## src/rtl/lea_pkg.sv

```systemverilog
// Shared LEA datapath definitions: block geometry, unpacker FSM states and a
// byte-swap helper used by the LEA_WORD_BSWAP_EN build option.
package lea_pkg;

  localparam int unsigned LEA_BLOCK_W   = 128;
  localparam int unsigned LEA_WORD_W    = 32;
  localparam int unsigned LEA_NUM_WORDS = 4;

  typedef enum logic {
    ST_IDLE,
    ST_SEND
  } unpack_state_e;

  function automatic logic [31:0] bswap32(input logic [31:0] w);
    return {w[7:0], w[15:8], w[23:16], w[31:24]};
  endfunction

endpackage

```

## src/rtl/lea_block_hold_reg.sv

```systemverilog
// 128-bit block holding register, split into four 32-bit lanes sharing one
// load enable; asynchronous active-low reset clears every lane.
module lea_block_hold_reg
  import lea_pkg::*;
(
  input  logic                   clk,
  input  logic                   rst_n,
  input  logic                   load,
  input  logic [LEA_BLOCK_W-1:0] d,
  output logic [LEA_BLOCK_W-1:0] q
);

  for (genvar i = 0; i < LEA_NUM_WORDS; i++) begin : g_lane
    always_ff @(posedge clk or negedge rst_n) begin
      if (!rst_n) begin
        q[i*LEA_WORD_W +: LEA_WORD_W] <= '0;
      end else if (load) begin
        q[i*LEA_WORD_W +: LEA_WORD_W] <= d[i*LEA_WORD_W +: LEA_WORD_W];
      end
    end
  end

endmodule

```

## src/rtl/lea_block_unpacker.sv

```systemverilog
// Serializes one 128-bit LEA block into four 32-bit words over valid/ready.
// Build option: define LEA_WORD_BSWAP_EN to byte-reverse each output word.
module lea_block_unpacker
  import lea_pkg::*;
#(
  parameter int unsigned NUM_WORDS = LEA_NUM_WORDS,
  parameter int unsigned WORD_W    = LEA_WORD_W
) (
  input  logic                          clk,
  input  logic                          rst,
  input  logic                          in_valid,
  output logic                          in_ready,
  input  logic [NUM_WORDS*WORD_W-1:0]   in_block,
  output logic                          out_valid,
  input  logic                          out_ready,
  output logic [WORD_W-1:0]             out_word,
  output logic                          out_last,
  output logic                          busy
);

  localparam logic [1:0] LAST_IDX = 2'(NUM_WORDS - 1);

  unpack_state_e                  state;
  logic [1:0]                     idx;
  logic                           load;
  logic [NUM_WORDS*WORD_W-1:0]    hold_q;
  logic [WORD_W-1:0]              words [NUM_WORDS];
  logic [WORD_W-1:0]              sel_word;

  // Accepting a new block is allowed on the same edge as the final word handshake.
  assign in_ready = (state == ST_IDLE) || ((idx == LAST_IDX) && out_ready);
  assign load     = in_valid && in_ready;
  assign busy     = (state == ST_SEND);

  lea_block_hold_reg u_hold (
    .clk   (clk),
    .rst_n (rst),
    .load  (load),
    .d     (in_block),
    .q     (hold_q)
  );

  always_comb begin
    for (int unsigned i = 0; i < NUM_WORDS; i++) begin
      words[i] = hold_q[i*WORD_W +: WORD_W];
    end
    sel_word = words[idx];
  end

`ifdef LEA_WORD_BSWAP_EN
  assign out_word = bswap32(sel_word);
`else
  assign out_word = sel_word;
`endif

  always_ff @(posedge clk or negedge rst) begin
    if (!rst) begin
      state     <= ST_IDLE;
      idx       <= '0;
      out_valid <= 1'b0;
      out_last  <= 1'b0;
    end else begin
      case (state)
        ST_IDLE: begin
          if (load) begin
            state     <= ST_SEND;
            idx       <= '0;
            out_valid <= 1'b1;
            out_last  <= 1'b0;
          end
        end
        ST_SEND: begin
          if (out_ready) begin
            if (idx == LAST_IDX) begin
              idx      <= '0;
              out_last <= 1'b0;
              if (!in_valid) begin
                state     <= ST_IDLE;
                out_valid <= 1'b0;
              end
            end else begin
              idx      <= idx + 2'd1;
              out_last <= (idx == LAST_IDX - 2'd1);
            end
          end
        end
        default: begin
          state     <= ST_IDLE;
          idx       <= '0;
          out_valid <= 1'b0;
          out_last  <= 1'b0;
        end
      endcase
    end
  end

endmodule

```

## config.mk

```make
export PLATFORM = sky130hd
export DESIGN_NAME = lea_block_unpacker
export DESIGN_NICKNAME = d
export VERILOG_FILES = /design/src/rtl/lea_pkg.sv /design/src/rtl/lea_block_hold_reg.sv /design/src/rtl/lea_block_unpacker.sv
export SDC_FILE = /design/constraint.sdc
export NUM_CORES = 1
export LEC_CHECK = 0
export BUFFER_PORTS_ARGS = -buffer_cell sky130_fd_sc_hd__buf_4
export CAP_MARGIN = 20
export CORE_ASPECT_RATIO = 0.75
export CORE_MARGIN = 10
export CORE_UTILIZATION = 35
export CTS_CLUSTER_SIZE = 20
export DETAILED_ROUTE_END_ITERATION = 12
export GPL_TIMING_DRIVEN = 1
export SLEW_MARGIN = 20
export SYNTH_ARGS = -nofsm -noshare
export SYNTH_HDL_FRONTEND = slang
export SYNTH_SLANG_ARGS = --single-unit
```

## constraint.sdc

```tcl
create_clock -name clk -period 4.4 [get_ports clk]
set_input_delay 0.66 -clock clk [delete_from_list [all_inputs] [get_ports clk]]
set_output_delay 0.66 -clock clk [all_outputs]
set_load 0.03 [all_outputs]
```

# [After elaboration in Yosys (flattened, before gate mapping)]
# Index checks and enable logic that the tools add are counted.
[classes] n_addsub=1 magnitude_cmp=1 n_eq_ne=6 mux=21 bitwise=2 n_reduce_logical=5
[ops] cell="$bmux 32 s2" n=1
[ops] cell="$mux 32" n=2
[ops] cell="$mux 1" n=11
[ops] cell="$mux 2" n=3
[ops] cell="$ne 2x2->1 const B" n=3
[ops] cell="$pmux 1 s2" n=3
[ops] cell="$eq 2x2->1 const B" n=2
[ops] cell="$pmux 2 s2" n=1
[ops] cell="$reduce_and 4->1" n=1
[ops] cell="$ge 3x3->1 const B" n=1
[ops] cell="$not 2->3" n=1
[ops] cell="$add 2x1->2 const B" n=1
[ops] cell="$logic_and 1x1->1" n=2
[ops] cell="$ne 2x1->1 const B" n=1
[ops] cell="$reduce_and 2->1" n=1
[ops] cell="$logic_or 1x1->1" n=1
[ops] cell="$not 1->1" n=1
[totals] register_bits=133 inputBits=132 output_inout_bits=36 elab_cells=44

# [Longest topological paths before layout]
# Gate-level depths: netlist of run 1.
[depth] depth_word=6 mapped_depth=6 depth_no_buf=4

# [Hierarchy]
# A second synthesis of run 1 with hierarchy kept.
[unflattened] cells_unflattened=335 hier_area_um2=5908.2
[by_module_without_submodules] mod="lea_block_hold_reg" instances=1 cells_each=270 area_each_um2=4822.1 seq_area_each_um2=3203.1
[by_module_without_submodules] mod="lea_block_unpacker" instances=1 cells_each=65 area_each_um2=1086.0 seq_area_each_um2=125.1

# [Least setup slack after synthesis of run 1]
# No wires, ideal clock.
[synth_timing] path_type="reg2out" start="register idx[0]" end="output port out_word[15]" arrival_ns=1.454 required_time_ns=3.740 path_slack_ns=2.286 path_stages_with_launch=4 path_buffers=2 path_cell_list="dfrtp_1 buf_2 buf_2 mux4_2"
[synth_between] elab_chain_len=4
[synth_rtl] item="from (decl)" line="lea_block_unpacker.sv:24" rtl="logic [1:0] idx;"
[synth_rtl] item="from (signal assigned)" line="lea_block_unpacker.sv:82" rtl="idx <= idx + 2'd1;"
[synth_rtl] item="$not 2->3 (implied by the code)" line="lea_block_unpacker.sv:47" rtl="sel_word = words[idx];"
[synth_rtl] item="$bmux 32 s2" line="lea_block_unpacker.sv:47"
[synth_rtl] item="$mux 32 (implied by the code) (2 in a row)" line="lea_block_unpacker.sv:47"
[synth_rtl] item="to (decl)" line="lea_block_unpacker.sv:16" rtl="output logic [WORD_W-1:0] out_word,"
# No other way between the ends. The select of a mux whose other input is x is not followed.

# [Final worst setup path of run 1]
[layout_timing] start="register idx[0]" end="output port out_word[0]"
# Same word-level chain as after synthesis.

==> impl_metrics.csv, run 1 <==
group,metric,value,unit
synthesis,yosysWarnings,0,
synthesis,synthesis.area,6310,µm²
placement,post-place-ws,1.43,ns
timing,hold_viol,0,
synthesis,synth_nets,468,
setup_path,worstPathRequired,3.74,ns
die,initial_core_util,0.357,
placement,dp_hpwl,10100,µm
placement,portBuffers,167,
clock_network,h-tree-depth,4,
synthesis,ys_ff_latch,133,
die,die_area,23800,µm²
synthesis,netlist.area_leader.share,0.528,
setup_path,criticalPathCategory,"register to output port",
timing,setup_viol,0,
drt,drt_pass1_iterations,4,
global_routing,grt_overflow,0,
cells_and_area,diodes,0,
timing,drv_slew,0,
placement,gp_congestion,0.738,
synthesis,yosysTopAreaCell,"dfrtp_1",
power,powerDensity,814,nW/µm²
timing,worstMarginPinSlew,0.963,ns
die,die_y,136,µm
setup_path,r2r-end,"u_hold.q[108]",
timing,fmax,323,MHz
flow_run,max-cap-violations,0,
clock_network,clkTransAtPathRegs,0.06,ns
drt,drc,0,
cells_and_area,drive_gt1_frac,0.689,
timing,final.min_clock_period,3.10,ns
cells_and_area,layout_common_cells,"buf_4 (168), dfrtp_1 (131), mux2_4 (100)",
setup_path,cp-start-kind,"register",
timing,clock_skew,0.00815,ns
setup_path,path_max_fanout,19,
timing,max_slew_margin,0.358,
drt,wl_per_cell,19.3,µm
setup_path,r2r_setup_slack,1.48,ns
clock_network,cts-root-buf,"clkbuf_16",
synthesis,yosys-top-cells-area,"dfrtp_1 (53%), mux2_4 (24%), mux4_2 (11%)",
timing,fin_setup_tns,0,ns
setup_path,cp.arrival,2.44,ns
global_routing,grt_pass1_wl,23300,µm
timing,rsz0062_at_grt,"no",
drt,initialDrtViolationCount,201,
power,leakage,4.05,nW
synthesis,syn_inst,334,
drt,routed_via_density,4.61,
die,die_x,175,µm
clock_network,clkSinkCount,133,
clock_network,numCtsBuffers,17,
drt,detail-route-antenna-nets,0,
power,totalPowerFinal,0.00669,W
power,ir_drop,0.000473,V
timing,setup_ws,1.30,ns
die,coreArea,17700,µm²
synthesis,syn_avg_cell_area,18.9,µm²
cells_and_area,finalNetCount,635,
global_routing,grtUsageTotal,0.124,
worst_hold_path,min_path_type,"input pin to async pin",
clock_network,clockBufferDepth,2,
cells_and_area,layout_commonest_cell,"buf_4",
setup_path,worstRegToRegCells,5,
clock_network,cts_resized,0,
clock_network,cts.hold.buffers_added,0,
setup_path,crit_path_end_kind,"output port",
cells_and_area,area_growth,30.2,%
die,pin_count,168,
clock_network,cts_tree,"done",
clock_network,post_cts_buffers,0,
drt,num_vias,3483,
timing,fin_crit_sh,0.704,
global_routing,antenna_found_initial,0,
synthesis,ys_types,23,
drt,wl,14600,µm
global_routing,grt_max_degree,100,
status,run_status,"finished, final reports clean",
setup_path,r2r-start,"idx[1]",
synthesis,ys_seq_area_frac,0.528,
die,rows,42,
clock_network,insertion_delay,0.41,ns
global_routing,first_global_vias,4077,
==> where the power goes <==
group          internal (W)  switching, W
sequential          0.00184      0.000428
combinational       0.00172       0.00127
clock              0.000904      0.000529
==> area by class of cell <==
class                   instances  area, µm²
clock inverters                13        158
flip-flops and latches        133       3330
repair buffers                170       1290
fillers                      1582       9450
multi-input cells             178       2680
well taps                     242        303
inverters                       1       3.75
clock buffers                  19        443
==> worst max path at each step <==
stage / start / endpoint / slack, ns / cells past startpoint
2_1_floorplan: idx[0] / out_word[15] / 2.29 / 3
3_3_place_gp: idx[1] / u_hold.q[99] / 1.46 / 5
3_5_place_dp: idx[1] / u_hold.q[108] / 1.43 / 5
4_1_cts: idx[0] / out_word[0] / 1.21 / 3
5_1_grt: idx[0] / out_word[0] / 1.11 / 3
6_report: idx[0] / out_word[0] / 1.30 / 3
==> synthesized netlist by cell type <==
cell	instances
buf_8	2
inv_1	1
nor2_1	2
nand2_1	4
mux4_2	32
mux2_1	12
dfrtp_1	133
a22o_1	1
buf_2	3
o21ai_0	2
nand2b_1	1
ha_1	2
nand2_4	1
mux2_4	100
a21bo_4	1
buf_6	1
a21oi_1	1
o31ai_1	1
buf_12	11
clkbuf_1	3
mux2i_1	1
mux2_2	17
buf_4	2
==> state kept, by name (all words and copies together) (netlist names) <==
signal,count
busy,1
out_last,1
u_hold.q,128
idx,2
out_valid,1
==> stage by stage <==
step	instances	hold WS, ns	utilization	area [µm²]
3_5_place_dp	724	0.476	0.431	7610
6_report	756	0.356	0.465	8210
5_1_grt	756	0.410	0.465	8210
4_1_cts	756	0.399	0.465	8210
3_3_place_gp	724	0.468	0.431	7610
2_1_floorplan	334	0.364	-	6310
==> logic make-up (layout without fill, tap and decap cells) <==
kind of cell / Yosys count / in the layout / synth area share
buffers and inverters: 23 / 203 / 0.0486
DFF: 133 / 133 / 0.528
muxes: 162 / 162 / 0.406
adders and majority gates: 2 / 2 / 0.00397
AOI/OAI and AO/OA: 6 / 6 / 0.00754
and+or+nand+nor: 8 / 8 / 0.00635
==> worst max-delay path, stage by stage (launching register included) <==
cell and delay (ns):
dfrtp_2 0.75, buf_4 0.49, mux4_2 0.59, buf_4 0.19
==> per-layer routing <==
metal  vias up  share of wire  global-route usage
li1       1577              -                   -
met1      1770           0.48               0.169
met2       129           0.42               0.172
met3         7          0.089              0.0588
met4         0         0.0061              0.0329
met5         -              0                   0
Power figures use the tool's default switching activity.
==> inputs of run 2 (changes only) <==
- clock period: 4.4 -> 2.6 ns (I/O delays scaled with it)
==> impl_metrics.csv, run 2 (synthesis gave the netlist of run 1 again) <==
group,metric,value,unit
drt,wl,14600,µm
timing,rsz0062_at_grt,"no",
clock_network,cts-root-buf,"clkbuf_16",
cells_and_area,reg_top3,"u_hold.q (128), idx (2)",
flow_run,max-cap-violations,0,
timing,final.min_clock_period,2.40,ns
placement,post-place-ws,0.565,ns
cells_and_area,fin_util,0.471,
cells_and_area,diodes,0,
power,combPwrFrac,0.462,
power,powerDensity,1370,nW/µm²
power,leakage,4.09,nW
power,pwr-share-seq,0.322,
timing,setup_viol,0,
timing,drv_slew,0,
timing,holdWs,0.192,ns
timing,clock_skew,0.00504,ns
setup_path,r2r_setup_slack,0.57,ns
clock_network,clockBufferDepth,2,
global_routing,first_global_vias,4176,
setup_path,worstPathRequired,2.21,ns
timing,fin_crit_sh,0.925,
global_routing,grtUsageTotal,0.127,
clock_network,insertion_delay,0.41,ns
status,run_status,"finished, final reports clean",
clock_network,numCtsBuffers,17,
cells_and_area,nFillCells,1549,
drt,detail-route-antenna-nets,0,
cells_and_area,drive_gt1_frac,0.692,
timing,worstMarginPinSlew,0.607,ns
drt,num_vias,3527,
global_routing,grt_pass1_wl,23700,µm
setup_path,cp.arrival,2.01,ns
setup_path,path_buf_inv,2,
clock_network,cts_tree,"done",
die,initial_core_util,0.357,
power,clkPwrFrac,0.216,
drt,drc,0,
drt,routed_via_density,4.62,
worst_hold_path,min_path_type,"input pin to register",
timing,fin_setup_tns,0,ns
drt,drt_pass1_iterations,4,
cells_and_area,area_growth,31.8,%
cells_and_area,largest_reg_flops,128,
setup_path,cp_cell_sequence,"buf_4, mux4_2, buf_4",
timing,fmax,416,MHz
cells_and_area,largest_register,"u_hold.q",
cells_and_area,design_area,8310,µm²
cells_and_area,layout_commonest_cell,"buf_4",
setup_path,cp_common_cell,"buf_4",
die,rows,42,
clock_network,clkTransAtPathRegs,0.06,ns
timing,max_slew_margin,0.595,
setup_path,crit_family,"buffers and inverters",
setup_path,max_stage_delay,0.59,ns
global_routing,antenna_found_initial,0,
drt,initialDrtViolationCount,164,
timing,hold_viol,0,
clock_network,h-tree-depth,4,
placement,dp_hpwl,10400,µm
placement,portBuffers,167,
die,coreArea,17700,µm²
setup_path,cp-start-kind,"register",
clock_network,cts_resized,0,
power,switching_power,0.00383,W
setup_path,crit_path_end_kind,"output port",
timing,setup_ws,0.196,ns
power,ir_drop,0.000743,V
global_routing,grt_max_degree,66,
cells_and_area,layout_common_cells,"buf_4 (172), dfrtp_1 (131), mux2_4 (100)",
placement,gp_congestion,0.732,
placement,dpl-instance-area,7700,µm²
power,p_int,0.00757,W
global_routing,grt_overflow,0,
setup_path,path_max_fanout,25,
drt,wl_per_cell,19.2,µm
cells_and_area,finalNetCount,643,
die,die_area,23800,µm²
power,p_sw_frac,0.336,
die,pin_count,168,
setup_path,crit_slowest_cell,"mux4_2",
clock_network,clkSinkCount,133,
die,die_y,136,µm
die,die_x,175,µm
setup_path,criticalPathCategory,"register to output port",
run 2: layer usage:
| metal | vias to the layer above | routed length, µm | GRT usage |
|---|---|---|---|
| li1 | 1586 | - | - |
| met1 | 1810 | 6810 | 0.163 |
| met2 | 119 | 6280 | 0.180 |
| met3 | 12 | 1410 | 0.0693 |
| met4 | 0 | 136 | 0.0343 |
| met5 | - | 0 | 0 |
run 2: power by group through the flow:
stage / combinational (W) / sequential [W] / clock [W]
floorplan: 0.00403 / 0.00351 / 0
global placement: 0.00527 / 0.00365 / 0
detailed placement: 0.00535 / 0.00368 / 0
CTS: 0.00536 / 0.00367 / 0.00252
global route: 0.00559 / 0.00381 / 0.00265
finish: 0.00527 / 0.00367 / 0.00247
run 2: worst reg2reg max path, delay by kind of cell (launching register included):
kind,cells,cell delay (ns)
and+or+nand+nor,1,0.31
muxes,1,0.37
adders and majority gates,1,0.24
AOI/OAI and AO/OA,1,0.25
buffers and inverters,1,0.34
DFF,1,0.41
run 2: worst paths after layout:
path	startpoint	to	cells past startpoint
min in group asynchronous	rst	u_hold.q[44]	2
hold / removal	in_block[117]	u_hold.q[117]	2
max in group asynchronous	rst	u_hold.q[56]	3
setup / recovery	idx[0]	out_word[8]	3
setup reg to reg	idx[0]	u_hold.q[99]	5
hold reg to reg	u_hold.q[103]	u_hold.q[103]	1
run 2: final cells by class:
type / instances / area [µm²] / share of cell area
sequential: 133 / 3330 / 0.401
multi-input combinational: 178 / 2680 / 0.322
timing repair buffer: 178 / 1390 / 0.168
clock buffer: 18 / 429 / 0.0516
tap: 242 / 303 / 0.0364
clock inverter: 14 / 174 / 0.0209
inverter: 1 / 3.75 / 0.000452
run 2: per-stage QoR:
step           instances  total power (W)
2_1_floorplan        334          0.00754
3_3_place_gp         731          0.00891
3_5_place_dp         731          0.00903
4_1_cts              764           0.0116
5_1_grt              764           0.0120
6_report             764           0.0114
run 2: what timing repair did:
action                                 in CTS  in global routing
endpoints found under the hold margin      62                  0
buffers inserted                            0                  0
hold buffers                                1                  0
